[src/rtl/hazard_pkg.sv]
// hazard_pkg: shared encodings for the pipeline hazard controller.
package hazard_pkg;
    typedef enum logic [1:0] {
        ST_RUN     = 2'b00,
        ST_DMISS   = 2'b01,
        ST_IMISS   = 2'b10,
        ST_RECOVER = 2'b11
    } miss_st_t;
    localparam logic [1:0] FWD_RF     = 2'b00;
    localparam logic [1:0] FWD_W      = 2'b01;
    localparam logic [1:0] FWD_M      = 2'b10;
    localparam logic [2:0] NOREGWRITE = 3'd0;
endpackage

[src/rtl/hazard_ctrl_fwd_sel.sv]
// fwd_sel: E-stage operand bypass select; the younger M result wins over W.
module fwd_sel
    import hazard_pkg::*;
(
    input  logic [4:0] i_rs,
    input  logic [4:0] i_rd_m,
    input  logic [4:0] i_rd_w,
    input  logic [2:0] i_rw_m,
    input  logic [2:0] i_rw_w,
    output logic [1:0] o_fwd
);
    always_comb begin
        o_fwd = (i_rw_m != NOREGWRITE && i_rd_m != 5'd0 && i_rd_m == i_rs) ? FWD_M
              : (i_rw_w != NOREGWRITE && i_rd_w != 5'd0 && i_rd_w == i_rs) ? FWD_W
              : FWD_RF;
    end
endmodule

[src/rtl/hazard_ctrl.sv]
// hazard_ctrl: stall/flush/forward sequencing for the 5-stage core with a miss FSM and watchdog.
// Define HAZARD_PERF_CNT_EN to add the StallCycCnt/FlushCnt performance counters.
module hazard_ctrl
    import hazard_pkg::*;
#(
    parameter int RST_FLUSH_CYCLES = 2,
    parameter int MISS_TIMEOUT     = 1023
`ifdef HAZARD_PERF_CNT_EN
    ,
    parameter int CNT_W            = 32
`endif
)
(
    input  logic       CPU_CLK,
    input  logic       CPU_RST,
    input  logic [4:0] Rs1D,
    input  logic [4:0] Rs2D,
    input  logic [1:0] RegReadD,
    input  logic [4:0] Rs1E,
    input  logic [4:0] Rs2E,
    input  logic [4:0] RdE,
    input  logic [4:0] RdM,
    input  logic [4:0] RdW,
    input  logic       MemToRegE,
    input  logic [2:0] RegWriteM,
    input  logic [2:0] RegWriteW,
    input  logic       BranchTakenE,
    input  logic       JalrE,
    input  logic       JalD,
    input  logic       IMissReq,
    input  logic       DMissReq,
    output logic       StallF,
    output logic       FlushF,
    output logic       StallD,
    output logic       FlushD,
    output logic       StallE,
    output logic       FlushE,
    output logic       StallM,
    output logic       FlushM,
    output logic       StallW,
    output logic       FlushW,
    output logic [1:0] Forward1E,
    output logic [1:0] Forward2E,
    output logic       MissTimeout,
    output logic [1:0] MissState
`ifdef HAZARD_PERF_CNT_EN
    ,
    output logic [CNT_W-1:0] StallCycCnt,
    output logic [CNT_W-1:0] FlushCnt
`endif
);
    localparam logic [9:0] TO_MAX = 10'(MISS_TIMEOUT);
    localparam logic [9:0] TO_PRE = 10'(MISS_TIMEOUT - 1);

    miss_st_t   r_state;
    miss_st_t   w_mode;
    logic [3:0] r_rst_cnt;
    logic [9:0] r_miss_cnt;
    logic       r_timeout;
    logic       w_win;
    logic       w_run;
    logic       w_miss;
    logic       w_lu;
    logic       w_br;
    logic [1:0] w_fwd1;
    logic [1:0] w_fwd2;

    fwd_sel u_fwd1 (.i_rs(Rs1E), .i_rd_m(RdM), .i_rd_w(RdW), .i_rw_m(RegWriteM), .i_rw_w(RegWriteW), .o_fwd(w_fwd1));
    fwd_sel u_fwd2 (.i_rs(Rs2E), .i_rd_m(RdM), .i_rd_w(RdW), .i_rw_m(RegWriteM), .i_rw_w(RegWriteW), .o_fwd(w_fwd2));

    // Output mode follows the live request so the first miss cycle already stalls.
    always_comb begin
        w_win  = r_rst_cnt != 4'd0;
        w_mode = (w_win || r_state == ST_RECOVER) ? ST_RUN
               : DMissReq ? ST_DMISS
               : (IMissReq && r_state != ST_DMISS) ? ST_IMISS
               : ST_RUN;
        w_run  = !w_win && w_mode == ST_RUN;
        w_miss = w_mode == ST_DMISS || w_mode == ST_IMISS;
        w_br   = BranchTakenE || JalrE;
        w_lu   = MemToRegE && RdE != 5'd0 &&
                 ((RegReadD[1] && RdE == Rs1D) || (RegReadD[0] && RdE == Rs2D));
    end

    // A taken branch kills the load-use stall; a held jal in D must not be flushed.
    always_comb begin
        StallF      = w_miss || (w_run && w_lu && !w_br);
        StallD      = w_mode == ST_DMISS || (w_run && w_lu && !w_br);
        StallE      = w_mode == ST_DMISS;
        StallM      = w_mode == ST_DMISS;
        StallW      = 1'b0;
        FlushF      = w_win;
        FlushD      = w_win || w_mode == ST_IMISS || (w_run && (w_br || (JalD && !w_lu)));
        FlushE      = w_win || (w_mode == ST_IMISS && w_br) || (w_run && (w_br || w_lu));
        FlushM      = w_win;
        FlushW      = w_win || w_mode == ST_DMISS;
        Forward1E   = w_win ? FWD_RF : w_fwd1;
        Forward2E   = w_win ? FWD_RF : w_fwd2;
        MissTimeout = r_timeout;
        MissState   = r_state;
    end

    always_ff @(posedge CPU_CLK or posedge CPU_RST) begin
        if (CPU_RST) begin
            r_state    <= ST_RUN;
            r_rst_cnt  <= 4'(RST_FLUSH_CYCLES);
            r_miss_cnt <= '0;
            r_timeout  <= 1'b0;
        end else if (w_win) begin
            r_rst_cnt  <= r_rst_cnt - 4'd1;
        end else begin
            r_state    <= (r_state == ST_RECOVER) ? (IMissReq ? ST_IMISS : ST_RUN)
                        : DMissReq ? ST_DMISS
                        : !IMissReq ? ST_RUN
                        : (r_state == ST_DMISS) ? ST_RECOVER : ST_IMISS;
            r_miss_cnt <= !w_miss ? '0 : (r_miss_cnt == TO_MAX) ? r_miss_cnt : r_miss_cnt + 10'd1;
            r_timeout  <= r_timeout || (w_miss && r_miss_cnt == TO_PRE);
        end
    end

`ifdef HAZARD_PERF_CNT_EN
    always_ff @(posedge CPU_CLK or posedge CPU_RST) begin
        if (CPU_RST) begin
            StallCycCnt <= '0;
            FlushCnt    <= '0;
        end else if (!w_win) begin
            StallCycCnt <= StallCycCnt + CNT_W'(StallF);
            FlushCnt    <= FlushCnt + CNT_W'(w_br && w_mode != ST_DMISS);
        end
    end
`endif
endmodule

[config.mk]
export PLATFORM = sky130hd
export DESIGN_NAME = hazard_ctrl
export DESIGN_NICKNAME = d
export VERILOG_FILES = /design/src/rtl/hazard_pkg.sv /design/src/rtl/hazard_ctrl_fwd_sel.sv /design/src/rtl/hazard_ctrl.sv
export SDC_FILE = /design/constraint.sdc
export NUM_CORES = 1
export LEC_CHECK = 0
export ABC_CLOCK_PERIOD_IN_PS = 3200
export BUFFER_PORTS_ARGS = -buffer_cell sky130_fd_sc_hd__buf_4
export CAP_MARGIN = 20
export CORE_UTILIZATION = 47
export CTS_CLUSTER_DIAMETER = 100
export DETAILED_ROUTE_END_ITERATION = 10
export PLACE_DENSITY = 0.92
export SLEW_MARGIN = 0
export SYNTH_ARGS = -nofsm -noshare
export SYNTH_HDL_FRONTEND = slang
export SYNTH_SLANG_ARGS = --single-unit
[constraint.sdc]
create_clock -name CPU_CLK -period 3.2 [get_ports CPU_CLK]
set_input_delay 0.32 -clock CPU_CLK [delete_from_list [all_inputs] [get_ports CPU_CLK]]
set_output_delay 0.32 -clock CPU_CLK [all_outputs]
set_load 0.005 [all_outputs]
== Word level (Yosys, flattened, before mapping) ==
Index checks and enable logic that the tools add are counted.

* $add $sub $neg: 2
* Equal/unequal tests: 14
* Multiplexer cells: 16
* Bitwise operators: 1
* Reductions and logical operators: 44

{| class="wikitable"
|+ Operators with widths
! kind !! count
|-
| 5-bit equality test || 6
|-
| 2-bit 2-to-1 mux || 11
|-
| 10-bit equality test (second input constant) || 2
|-
| 10-bit 2-to-1 mux || 2
|-
| 1-bit logical AND || 19
|-
| 5-bit nonzero test || 3
|-
| 1-bit logical OR || 14
|-
| 10-bit by 1-bit adder with 10-bit output (second input constant) || 1
|-
| 3-bit nonzero test || 2
|-
| 2-bit by 1-bit equality test with 1-bit output (second input constant) || 2
|-
| 2-bit equality test (second input constant) || 2
|-
| 4-bit nonzero test || 1
|-
| 4-bit by 1-bit subtractor with 4-bit output (second input constant) || 1
|-
| 1-bit logical NOT || 3
|-
| 1-bit 2-to-1 mux || 3
|-
| 2-bit logical NOT || 1
|-
| 2-bit by 1-bit != test with 1-bit output (second input constant) || 1
|-
| 2-bit != test (second input constant) || 1
|-
| 2-bit AND reduction || 1
|-
| 1-bit NOT || 1
|}

* Register bits after elaboration: 17
* Logic and storage cells: 81

== Longest topological paths before layout ==
* Depth in word-level cells: 10
* Mapped depth: 12
* Gate-level depth less buffers: 9

== Modules after synthesis ==
From an unflattened synthesis, not the netlist that was laid out.

* Cell total of the unflattened synthesis: 181
* Area total of the unflattened synthesis: 1532.7 um^2

{| class="wikitable"
|+ By module, submodules not included
! module !! times used !! cells an instance !! area each (um^2) !! seq. area each (um^2)
|-
| hazard_ctrl || 1 || 141 || 1214.9 || 426.7
|-
| fwd_sel || 2 || 20 || 158.9 || 0.0
|}

== Least setup slack after synthesis ==
OpenSTA, ideal clock, no wires.

* Kind: register -> register
* Start point: register r_rst_cnt[0]
* End point: register r_miss_cnt[6]
* Setup time: 77 ps
* Data arrival time: 2699 ps
* Data required time: 3123 ps
* Path slack: 424 ps
* Stages on the path, launching flop included: 13
* Path buffers: 3
* Clock period less this slack: 2776 ps
* Cell sequence: dfrtp_1 inv_1 ha_1 nor3b_4 clkbuf_1 nand3_1 ha_1 buf_2 nand4_1 o31ai_1 buf_2 or3_1 a21oi_1

* Cells in the longest elaborated chain, start to end: 7
* Elaborated cells on any way between the ends: 10
* Those cells by class: 3 x eq/ne; 2 x mux; 1 x bitwise; 4 x reduce/logical

{| class="wikitable"
|+ Ends and longest elaborated chain
! element !! RTL line !! RTL
|-
| start, declared || hazard_ctrl.sv:57 || <nowiki>logic [3:0] r_rst_cnt;</nowiki>
|-
| start signal, assigned || hazard_ctrl.sv:106 || <nowiki>r_rst_cnt <= 4'(RST_FLUSH_CYCLES);</nowiki>
|-
| start signal, assigned || hazard_ctrl.sv:110 || <nowiki>r_rst_cnt <= r_rst_cnt - 4'd1;</nowiki>
|-
| 4-bit nonzero test (*) || hazard_ctrl.sv:73 || <nowiki>w_win = r_rst_cnt != 4'd0;</nowiki>
|-
| 1-bit logical OR || hazard_ctrl.sv:74 || <nowiki>w_mode = (w_win || r_state == ST_RECOVER) ? ST_RUN</nowiki>
|-
| 2-bit 2-to-1 mux || hazard_ctrl.sv:74 ||
|-
| 2-bit by 1-bit equality test with 1-bit output / 2-bit equality test (equally long branches) || hazard_ctrl.sv:79 || <nowiki>w_miss = w_mode == ST_DMISS || w_mode == ST_IMISS;</nowiki>
|-
| 1-bit logical OR || hazard_ctrl.sv:79 ||
|-
| 2-bit != test (no line) || n/a ||
|-
| 2-bit AND reduction (no line) || n/a ||
|-
| end signal, assigned || hazard_ctrl.sv:116 || <nowiki>r_miss_cnt <= !w_miss ? '0 : (r_miss_cnt == TO_MAX) ? r_miss_cnt : r_miss_cnt + 10'd1;</nowiki>
|-
| end, declared || hazard_ctrl.sv:58 || <nowiki>logic [9:0] r_miss_cnt;</nowiki>
|}

Every way passes the cells marked *; elsewhere a longest branch is shown, timed or not.
A chain may end at the register's enable or synchronous reset.

== Worst setup path after layout ==
* Start point: register r_rst_cnt[0]
* End point: register r_miss_cnt[9]

The elaborated chain is that of the path after synthesis.

==> flow_summary.json <==
{
  "ys.flop_type": "dfrtp_1",
  "synth_cell_types": 41,
  "p_total_mw": 0.530,
  "grt_pass1_vias": 1390,
  "final_core_util": 0.702,
  "overflow": 0,
  "vias": 1515,
  "violations": "design-rule violations",
  "crit_path_start_kind": "register",
  "power_leakage_nw": 0.939,
  "combinationalPowerShare": 0.337,
  "die_y_um": 57.8,
  "cts_buffer_depth": 2,
  "clock_skew_ns": 0.0161,
  "ioPinCount": 68,
  "cts_setup_buffers": 0,
  "cts_hold_buf": 0,
  "wl_per_cell_um": 12.9,
  "initial_core_util": 0.512,
  "crit_arrival_ns": 2.91,
  "die-area_um2": 3340,
  "pwr-share-clk": 0.223,
  "dp_slack_ns": 0.551,
  "finalWirelength_um": 3500,
  "p_int_mw": 0.372,
  "syn_to_final_growth_pct": 37.0,
  "nets": 298,
  "yosysWarnings": 0,
  "syn_nets": 231,
  "grt_usage": 0.226,
  "grt_pass1_wl_um": 6000,
  "place_hpwl_um": 2870,
  "cts_tree": "done",
  "insertion_delay_ns": 0.31,
  "ys_seq_area_frac": 0.292,
  "critPathKind": "register to register",
  "max_slew_margin": 0.573,
  "netlist_area_um2": 1460,
  "post_route_cells_drive_above_1_share": 0.318,
  "core-area_um2": 2850,
  "synth-seq-cells": 17,
  "whs_ns": 0.0849,
  "outcome": "finished, violations left",
  "switchingPower_mw": 0.158,
  "critPathMaxFanout": 10,
  "setup_viol": 0,
  "irDropWorstVdd_v": 0.000177,
  "final_common_cell": "buf_4",
  "first_iter_violations": 72,
  "maxSlewViolCount": 0,
  "fin_crit_sh": 0.833,
  "max_cap_viol_count": 0,
  "routed_via_density": 5.61,
  "cp_data_required_time_ns": 3.45,
  "fin_crit_ns": 2.66,
  "postSynthAreaPerCell_um2": 8.45,
  "grt_setup_unrepaired": "false",
  "fp.dieW_um": 57.8,
  "hold_viol_final": 0,
  "hp-class": "primary input to asynchronous set/reset pin",
  "diodes": 0,
  "grt_max_degree": 18,
  "finalWeightedCongestion": 0.868,
  "numCtsBuffers": 3,
  "std_cell_rows": 19,
  "syn_inst": 173,
  "htreeDepth": 1,
  "cts_resized": 0,
  "antenna_found_initial": 0,
  "p_per_area_nw_per_um2": 265,
  "worst_pin_slew_ns": 0.640,
  "swShare": 0.298,
  "clk_pin_slew_ns": 0.11,
  "first_pass_iters": 7,
  "worst_slack_ns": 0.535,
  "final_antenna_net_count": 0,
  "synth_edf_count": 0,
  "clock-sinks": 17,
  "io_buffer_count": 66,
  "fmax_mhz": 375,
  "cts-root-buf": "clkbuf_4",
  "synth-async-reset-ratio": 1.00,
  "seqPwrFrac": 0.440,
  "crit_path_end_kind": "register",
  "layout_common_cells": "buf_4 (68), xor2_1 (18), dfrtp_1 (16), xnor2_1 (14), nand3_1 (12)",
  "finalSetupTns_ns": 0,
  "drcViolationCount": 5
}
-- power by group through the flow --
stage / clock network (mW) / registers, mW / logic (mW)
after global placement: 0 / 0.238 / 0.175
after floorplan: 0 / 0.235 / 0.0864
after detailed placement: 0 / 0.237 / 0.180
after CTS: 0.120 / 0.233 / 0.180
after global routing: 0.128 / 0.236 / 0.196
final: 0.118 / 0.234 / 0.179
-- state kept, by name (all words and copies together) (netlist names) --
name / flops
r_miss_cnt: 10
r_rst_cnt: 4
MissState: 2
MissTimeout: 1
-- per-stage QoR --
stage          area (um2)  instances
3_3_place_gp         1970        266
2_1_floorplan        1460        173
3_5_place_dp         1970        266
6_report             2000        270
4_1_cts              2000        270
5_1_grt              2000        270
-- layer usage --
metal | vias to the layer above | routed length (um) | track usage
met4 | 0 | 45 | 0.0714
met5 | - | 0 | 0
met2 | 57 | 1680 | 0.390
li1 | 753 | - | -
met1 | 698 | 1520 | 0.285
met3 | 7 | 250 | 0.0446
-- path summary, 6_finish.rpt --
path | from | end | slack (ns) | cells after the start
max | r_rst_cnt[0] | r_miss_cnt[9] | 0.54 | 10
min | CPU_RST | r_miss_cnt[4] | 0.08 | 2
max reg2reg | r_rst_cnt[0] | r_miss_cnt[9] | 0.54 | 10
min reg2reg | MissTimeout | MissTimeout | 0.48 | 1
max in group asynchronous | CPU_RST | MissState[0] | 2.69 | 2
min in group CPU_CLK | IMissReq | MissState[1] | 0.26 | 3
-- synthesized netlist by cell type (2+ instances only) --
cell | count | area (um2)
xnor2_1 | 14 | 123
or3_1 | 4 | 25.0
a21oi_1 | 9 | 45.0
nor4_1 | 4 | 25.0
or4_1 | 6 | 45.0
o21ai_1 | 9 | 45.0
nand2_1 | 8 | 30.0
ha_1 | 7 | 87.6
dfrtp_1 | 16 | 400
nand2b_1 | 3 | 18.8
buf_4 | 3 | 22.5
o21ai_0 | 2 | 10.0
and2_1 | 3 | 18.8
xor2_1 | 18 | 158
nor3_1 | 7 | 35.0
o21bai_1 | 2 | 15.0
o21a_1 | 2 | 15.0
and3_1 | 2 | 12.5
nand4_1 | 3 | 18.8
o31ai_1 | 4 | 30.0
buf_2 | 2 | 10.0
nor2_1 | 8 | 30.0
nor2b_1 | 2 | 12.5
inv_1 | 7 | 26.3
nand3_1 | 12 | 60.1
-- worst max-delay path, cell delays in order, from the launching register on --
cell     delay (ns)
dfrtp_1        0.42
inv_1          0.09
ha_1           0.16
nor3b_4        0.21
nand3_1        0.16
ha_1           0.49
nand4_1        0.22
o31ai_1        0.42
buf_4          0.24
o31ai_1        0.08
a21oi_1        0.12
-- final cells by class --
| type | instances | area (um2) |
|---|---|---|
| multi-input cells | 142 | 968 |
| well taps | 31 | 38.8 |
| fillers | 246 | 851 |
| inverters | 8 | 30.0 |
| clock buffers | 3 | 22.5 |
| repair buffers | 68 | 510 |
| clock inverters | 1 | 5.00 |
| flip-flops and latches | 17 | 427 |
-- kinds of logic after synthesis --
kind of cell / share of synthesized area
and+or+nand+nor: 0.248
AOI/OAI and AO/OA: 0.160
xor gates and xnor gates: 0.192
DFF: 0.292
buffers and inverters: 0.0454
adders and majority gates: 0.0599
other: 0.00257
Power figures use the tool's default switching activity.
